[src/rtl/writeback_stage_if.sv]
// Commit-trace handshake between writeback_stage (master) and a trace monitor (slave).
// Widths default to 32 bits unless XLEN / PC_WIDTH / INSTR_WIDTH are predefined.
`ifndef XLEN
`define XLEN 32
`endif
`ifndef PC_WIDTH
`define PC_WIDTH 32
`endif
`ifndef INSTR_WIDTH
`define INSTR_WIDTH 32
`endif

interface writeback_stage_if;
  logic                    trace_valid;
  logic                    trace_ready;
  logic [`PC_WIDTH-1:0]    trace_pc;
  logic [`PC_WIDTH-1:0]    trace_npc;
  logic [`INSTR_WIDTH-1:0] trace_instr;
  logic                    trace_wen;
  logic [4:0]              trace_wdst;
  logic [`XLEN-1:0]        trace_wdata;

  modport master (
    output trace_valid, trace_pc, trace_npc, trace_instr, trace_wen, trace_wdst, trace_wdata,
    input  trace_ready
  );

  modport slave (
    input  trace_valid, trace_pc, trace_npc, trace_instr, trace_wen, trace_wdst, trace_wdata,
    output trace_ready
  );
endinterface

[src/rtl/writeback_stage.sv]
// Writeback stage: result select, 32x XLEN regfile with write-through bypass, retire counter,
// and an optional commit-trace FIFO built only when WB_COMMIT_TRACE_EN is defined.
`ifndef XLEN
`define XLEN 32
`endif
`ifndef PC_WIDTH
`define PC_WIDTH 32
`endif
`ifndef INSTR_WIDTH
`define INSTR_WIDTH 32
`endif

module writeback_stage #(
  parameter int unsigned TRACE_DEPTH = 4
) (
  input  logic                    clk_i,
  input  logic                    rst_n,
  input  logic [`INSTR_WIDTH-1:0] MD_instr_i,
  input  logic                    MD_sel_reg_i,
  input  logic [`XLEN-1:0]        MD_valM_i,
  input  logic [`XLEN-1:0]        MD_valE_i,
  input  logic                    MD_need_dstE_i,
  input  logic [4:0]              MD_dstE_i,
  input  logic [`PC_WIDTH-1:0]    MD_PC_i,
  input  logic [`PC_WIDTH-1:0]    MD_nPC_i,
  input  logic                    MD_commit_i,
  input  logic [4:0]              rs1_addr_i,
  input  logic [4:0]              rs2_addr_i,
  output logic [`XLEN-1:0]        rs1_data_o,
  output logic [`XLEN-1:0]        rs2_data_o,
  output logic                    W_we_o,
  output logic [4:0]              W_dstE_o,
  output logic [`XLEN-1:0]        W_valW_o,
  output logic                    W_stall_o,
  output logic [63:0]             instret_o,
  writeback_stage_if.master       trace
);

  logic [`XLEN-1:0] val_w;
  logic             accept;
  logic [`XLEN-1:0] regs_q [32];
  logic [63:0]      instret_q;

  assign val_w    = MD_sel_reg_i ? MD_valM_i : MD_valE_i;
  assign W_valW_o = val_w;
  assign W_dstE_o = MD_dstE_i;
  assign accept   = MD_commit_i & ~W_stall_o;
  assign W_we_o   = accept & MD_need_dstE_i & (MD_dstE_i != 5'd0);

  always_ff @(posedge clk_i or negedge rst_n) begin
    if (!rst_n) begin
      for (int i = 0; i < 32; i++) begin
        regs_q[i] <= '0;
      end
    end else if (W_we_o) begin
      regs_q[MD_dstE_i] <= val_w;
    end
  end

  // Bypass lets decode see this cycle's write before it lands in the array.
  always_comb begin
    rs1_data_o = regs_q[rs1_addr_i];
    if (rs1_addr_i == 5'd0) begin
      rs1_data_o = '0;
    end else if (W_we_o && (rs1_addr_i == MD_dstE_i)) begin
      rs1_data_o = val_w;
    end
  end

  always_comb begin
    rs2_data_o = regs_q[rs2_addr_i];
    if (rs2_addr_i == 5'd0) begin
      rs2_data_o = '0;
    end else if (W_we_o && (rs2_addr_i == MD_dstE_i)) begin
      rs2_data_o = val_w;
    end
  end

  always_ff @(posedge clk_i or negedge rst_n) begin
    if (!rst_n) begin
      instret_q <= '0;
    end else if (accept) begin
      instret_q <= instret_q + 64'd1;
    end
  end

  assign instret_o = instret_q;

`ifdef WB_COMMIT_TRACE_EN
  localparam int unsigned PtrW = (TRACE_DEPTH > 1) ? $clog2(TRACE_DEPTH) : 1;
  localparam int unsigned CntW = PtrW + 1;
  localparam logic [CntW-1:0] DepthCnt = CntW'(TRACE_DEPTH);

  typedef struct packed {
    logic [`PC_WIDTH-1:0]    pc;
    logic [`PC_WIDTH-1:0]    npc;
    logic [`INSTR_WIDTH-1:0] instr;
    logic                    wen;
    logic [4:0]              wdst;
    logic [`XLEN-1:0]        wdata;
  } trace_t;

  trace_t          mem_q [TRACE_DEPTH];
  trace_t          head;
  logic [PtrW-1:0] wr_ptr_q, rd_ptr_q;
  logic [CntW-1:0] count_q, count_d;
  logic            fifo_full, push, pop;

  assign fifo_full = (count_q == DepthCnt);
  assign W_stall_o = MD_commit_i & fifo_full;
  assign push      = accept;
  assign pop       = trace.trace_valid & trace.trace_ready;

  always_comb begin
    count_d = count_q;
    unique case ({push, pop})
      2'b10:   count_d = count_q + CntW'(1);
      2'b01:   count_d = count_q - CntW'(1);
      default: count_d = count_q;
    endcase
  end

  always_ff @(posedge clk_i or negedge rst_n) begin
    if (!rst_n) begin
      wr_ptr_q <= '0;
      rd_ptr_q <= '0;
      count_q  <= '0;
    end else begin
      if (push) wr_ptr_q <= wr_ptr_q + PtrW'(1);
      if (pop)  rd_ptr_q <= rd_ptr_q + PtrW'(1);
      count_q <= count_d;
    end
  end

  always_ff @(posedge clk_i) begin
    if (push) begin
      mem_q[wr_ptr_q] <= '{pc: MD_PC_i, npc: MD_nPC_i, instr: MD_instr_i, wen: W_we_o,
                           wdst: MD_dstE_i, wdata: val_w};
    end
  end

  assign trace.trace_valid = (count_q != '0);
  assign head              = trace.trace_valid ? mem_q[rd_ptr_q] : '0;
  assign trace.trace_pc    = head.pc;
  assign trace.trace_npc   = head.npc;
  assign trace.trace_instr = head.instr;
  assign trace.trace_wen   = head.wen;
  assign trace.trace_wdst  = head.wdst;
  assign trace.trace_wdata = head.wdata;
`else
  logic unused_trace;

  assign unused_trace      = ^{trace.trace_ready, MD_PC_i, MD_nPC_i, MD_instr_i};
  assign W_stall_o         = 1'b0;
  assign trace.trace_valid = 1'b0;
  assign trace.trace_pc    = '0;
  assign trace.trace_npc   = '0;
  assign trace.trace_instr = '0;
  assign trace.trace_wen   = 1'b0;
  assign trace.trace_wdst  = '0;
  assign trace.trace_wdata = '0;
`endif

endmodule

[src/flat_wrapper.sv]
// flat-port wrapper written by rule: the top's interface ports become plain ports
module writeback_stage_flat 
#(
  parameter int unsigned TRACE_DEPTH = 4
)
  (clk_i, rst_n, MD_instr_i, MD_sel_reg_i, MD_valM_i, MD_valE_i, MD_need_dstE_i, MD_dstE_i, MD_PC_i, MD_nPC_i, MD_commit_i, rs1_addr_i, rs2_addr_i, rs1_data_o, rs2_data_o, W_we_o, W_dstE_o, W_valW_o, W_stall_o, instret_o, trace_trace_valid, trace_trace_pc, trace_trace_npc, trace_trace_instr, trace_trace_wen, trace_trace_wdst, trace_trace_wdata, trace_trace_ready);
  writeback_stage_if trace_i ();
  input  logic clk_i;
  input  logic rst_n;
  input  logic [`INSTR_WIDTH-1:0] MD_instr_i;
  input  logic MD_sel_reg_i;
  input  logic [`XLEN-1:0] MD_valM_i;
  input  logic [`XLEN-1:0] MD_valE_i;
  input  logic MD_need_dstE_i;
  input  logic [4:0] MD_dstE_i;
  input  logic [`PC_WIDTH-1:0] MD_PC_i;
  input  logic [`PC_WIDTH-1:0] MD_nPC_i;
  input  logic MD_commit_i;
  input  logic [4:0] rs1_addr_i;
  input  logic [4:0] rs2_addr_i;
  output logic [`XLEN-1:0] rs1_data_o;
  output logic [`XLEN-1:0] rs2_data_o;
  output logic W_we_o;
  output logic [4:0] W_dstE_o;
  output logic [`XLEN-1:0] W_valW_o;
  output logic W_stall_o;
  output logic [63:0] instret_o;
  output wire logic [$bits(trace_i.trace_valid)-1:0] trace_trace_valid;
  output wire logic [$bits(trace_i.trace_pc)-1:0] trace_trace_pc;
  output wire logic [$bits(trace_i.trace_npc)-1:0] trace_trace_npc;
  output wire logic [$bits(trace_i.trace_instr)-1:0] trace_trace_instr;
  output wire logic [$bits(trace_i.trace_wen)-1:0] trace_trace_wen;
  output wire logic [$bits(trace_i.trace_wdst)-1:0] trace_trace_wdst;
  output wire logic [$bits(trace_i.trace_wdata)-1:0] trace_trace_wdata;
  input wire logic [$bits(trace_i.trace_ready)-1:0] trace_trace_ready;
  assign trace_trace_valid = trace_i.trace_valid;
  assign trace_trace_pc = trace_i.trace_pc;
  assign trace_trace_npc = trace_i.trace_npc;
  assign trace_trace_instr = trace_i.trace_instr;
  assign trace_trace_wen = trace_i.trace_wen;
  assign trace_trace_wdst = trace_i.trace_wdst;
  assign trace_trace_wdata = trace_i.trace_wdata;
  assign trace_i.trace_ready = trace_trace_ready;
  writeback_stage #(.TRACE_DEPTH(TRACE_DEPTH)) u_core (.clk_i(clk_i), .rst_n(rst_n), .MD_instr_i(MD_instr_i), .MD_sel_reg_i(MD_sel_reg_i), .MD_valM_i(MD_valM_i), .MD_valE_i(MD_valE_i), .MD_need_dstE_i(MD_need_dstE_i), .MD_dstE_i(MD_dstE_i), .MD_PC_i(MD_PC_i), .MD_nPC_i(MD_nPC_i), .MD_commit_i(MD_commit_i), .rs1_addr_i(rs1_addr_i), .rs2_addr_i(rs2_addr_i), .rs1_data_o(rs1_data_o), .rs2_data_o(rs2_data_o), .W_we_o(W_we_o), .W_dstE_o(W_dstE_o), .W_valW_o(W_valW_o), .W_stall_o(W_stall_o), .instret_o(instret_o), .trace(trace_i));
endmodule
[config.mk]
export PLATFORM = sky130hd
export DESIGN_NAME = writeback_stage_flat
export DESIGN_NICKNAME = d
export VERILOG_FILES = /design/src/rtl/writeback_stage_if.sv /design/src/rtl/writeback_stage.sv /design/src/flat_wrapper.sv
export SDC_FILE = /design/constraint.sdc
export NUM_CORES = 2
export LEC_CHECK = 0
export CAP_MARGIN = 15
export CORE_ASPECT_RATIO = 0.75
export CORE_MARGIN = 2
export CORE_UTILIZATION = 30
export CTS_BUF_LIST = sky130_fd_sc_hd__clkbuf_2 sky130_fd_sc_hd__clkbuf_4 sky130_fd_sc_hd__clkbuf_8
export CTS_CLUSTER_SIZE = 25
export DETAILED_ROUTE_END_ITERATION = 6
export PLACE_DENSITY = 0.5
export SYNTH_ARGS = -nofsm -noshare
export SYNTH_HDL_FRONTEND = slang
export SYNTH_SLANG_ARGS = --single-unit
[constraint.sdc]
create_clock -name clk_i -period 3.9 [get_ports clk_i]
set_input_delay 0.39 -clock clk_i [delete_from_list [all_inputs] [get_ports clk_i]]
set_output_delay 0.39 -clock clk_i [all_outputs]
set_load 0.02 [all_outputs]
==> out/metrics.yaml <==
drt-total-wl_um: 232600
grt_usage: 0.2335
syn2layout_area_growth_pct: 19.40
synth_warnings: 0
synth-xor-area-share: 0.01104
fin_crit_sh: 0.9912
synth_mux_area_frac: 0.2188
route.antenna.remaining_nets: 0
seq_area_frac_synth: 0.4701
synthCells: 5415
r2r_cells: 6
clock_latency_ps: 920
synth_compound_area_frac: 0.1326
fin_cells: 8360
cts.clk_slew.worst_paths_ps: 70
holdCritPathClass: "input pin to asynchronous set/reset pin"
die_y_um: 384.5
rsz0062_at_grt: "no"
cts.htree.levels: 4
hpwl_um: 147600
avgSynthCellArea_sq_um: 10.69
pwr_density_cell_nw_per_um2: 483.4
num_vias: 46000
startpoint_type: "register"
cts_buffer_depth: 3
fin_crit_ps: 3866
maxSlewHeadroom: 0.2212
synth_top_area_share: 0.4701
end_kind: "output port"
crit_slowest_cell: "a2111oi_0"
coreArea_sq_um: 191700
cts_buffers: 191
root_buffer: "clkbuf_8"
post-synth-top-count-cell: "dfrtp_1"
cts_tree: "done"
dieArea_sq_um: 196600
synth-adder-area-share: 0.0002160
rrSetupSlack_ps: 1380
status: "complete, no violations"
synth_area_sq_um: 57910
port_buffers: 249
r2r-end: "u_core.instret_o[63]"
synth_edf_count: 0
grt_pass1_wl_um: 333800
synthTopCellsByCount: "1088 x dfrtp_1, 645 x a21oi_1, 635 x nor2_1"
async_flop_share: 1.000
drt-pass1-iter-count: 6
via_per_inst: 5.502
fp.dieW_um: 511.3
synth-simple-area-share: 0.1033
start_util: 0.3022
post_cts_buffers: 0
ys_types: 72
synth_top_family_by_area: "multiplexers"
grt_antenna_before_repair: 5
final_util: 0.3608
globalRouteOverflowTotal: 0
slew_viol_final: 0
io_pins: 483
yosys_most_used_dff: "dfrtp_1"
rows: 139
dr.first_iter.drc_count: 4806
cap_violations: 0
required_ps: 3510
path_cells: "o211ai_1, a21boi_0, a2111oi_0, a311oi_2, o22ai_1, buf_4"
dp_cells: 8006
vdd_drop_max_v: 0.0003445
post_drt_wl_per_cell_um: 27.82
nets: 5844
post-route-drc-count: 0
synth_area_leaders: "dfrtp_1 47%, mux4_2 18%, a21oi_1 5.6%, mux2i_1 4.1%, nor2_1 4.1%"
fin_worst_skew_ps: 15.59
gp_congestion: 0.8752
clock_sinks: 1088
p_leak_nw: 29.66
tightest_slew_ps: 1168
nFillCells: 19040
grt_pass1_vias: 44560
drive_gt1_frac: 0.2286
max_stage_delay_ps: 880
crit_type: "register to output port"
ys_ff_latch: 1088
hold_ws_ps: 75.60
yosys.area.top_type: "dfrtp_1"
hold_viol: 0
finalSetupViolations: 0
max_freq_ghz: 0.2587
r2r-start: "u_core.instret_o[29]"
path_max_fanout: 4
grt_start_max_net_pins: 104
cp.arrival_ps: 3480
## area by class of cell
class                           instances  area [sq um]  area share
Clock inverter                         45         376.6    0.005447
Clock buffer                          304          3790     0.05481
Tap cell                             2538          3176     0.04593
Multi-Input combinational cell       3718         28230      0.4083
Timing Repair Buffer                  608          6126     0.08859
Inverter                               55         210.2    0.003040
Antenna cell                            4         10.01   0.0001448
Sequential cell                      1088         27230      0.3937
## cell usage in the layout (no fill, tap or decap), drive strengths merged, types with 13 or more instances in the layout
master         netlist  final
clkbuf             417    304
nor2b               27     27
clkdlybuf4s50        0    192
nor2               639    639
and3                30     30
a221o               17     17
a31oi               13     13
nand4               27     27
a22oi               20     20
o21ai              462    462
nor3                15     15
mux2i              239    239
xor2                16     16
and2                17     17
a21oi              645    645
xnor2               57     57
dfrtp             1088   1088
o22ai               36     36
nand2              574    574
buf                272    408
conb                 1    136
clkinv               1     28
nand3               58     58
a221oi              63     63
a211oi              59     59
inv                 54     58
mux4               454    454
## sequential cells by signal, indices dropped and copies added, names as in the netlist
| register | cells |
|---|---|
| u_core.regs_q | 1024 |
| u_core.instret_o | 64 |
## worst max-delay path, delay by kind of cell (launching register included)
family	cells	cell delay, ps
compound gates	5	1870
flops	1	410
buf+inv	1	260
## report_power, final
group / internal [mW] / switching, mW / total [mW]
sequential: 13.1 / 1.42 / 14.5
combinational: 3.46 / 3.82 / 7.28
clock: 6.43 / 5.19 / 11.6
total: 23.0 / 10.4 / 33.4
## per-stage QoR
| stage | instance area (sq um) | power (mW) | setup TNS [ps] | worst slack (ps) |
|---|---|---|---|---|
| after floorplan | 58420 | 19.06 | 0 | 1013 |
| after global placement | 64830 | 21.68 | -3023 | -430.7 |
| after detailed placement | 64840 | 21.87 | -2162 | -383.8 |
| after CTS | 69130 | 33.57 | 0 | 21.52 |
| after global routing | 69140 | 34.99 | 0 | 27.88 |
| final | 69150 | 33.42 | 0 | 34.22 |
## timing repair
| item | CTS | global route |
|---|---|---|
| endpoints found under the hold margin | 296 | 0 |
| gates resized for setup | 33 | 3 |
| pin swaps | 0 | 1 |
| setup endpoints to repair | 25 | 7 |
| hold buffers | 1 | 0 |
## metal layers
layer / vias up / GRT usage / part of all wire
met5: - / 0 / 0.000082
met1: 23680 / 0.3285 / 0.44
met4: 2 / 0.09188 / 0.040
met3: 427 / 0.04625 / 0.078
met2: 2089 / 0.3538 / 0.44
li1: 19800 / - / -
## how the worst max path moves through the flow
stage / startpoint / end / slack, ps / cells after the start
6_report: u_core.regs_q[523] / rs2_data_o[11] / 30 / 6
3_3_place_gp: MD_dstE_i[2] / rs2_data_o[8] / -430 / 11
4_1_cts: MD_dstE_i[2] / rs1_data_o[17] / 20 / 10
3_5_place_dp: MD_dstE_i[2] / rs2_data_o[8] / -380 / 11
2_1_floorplan: MD_dstE_i[1] / rs2_data_o[30] / 1010 / 7
5_1_grt: MD_dstE_i[2] / rs2_data_o[18] / 30 / 11
## logic make-up after synthesis
kind of cell / count (synthesis)
and+or+nand+nor: 1434
DFF: 1088
adders and majority gates: 1
buffers and inverters: 744
other: 1
AOI/OAI and AO/OA: 1376
xor gates and xnor gates: 73
muxes: 698
(Power assumes the default switching activity.)
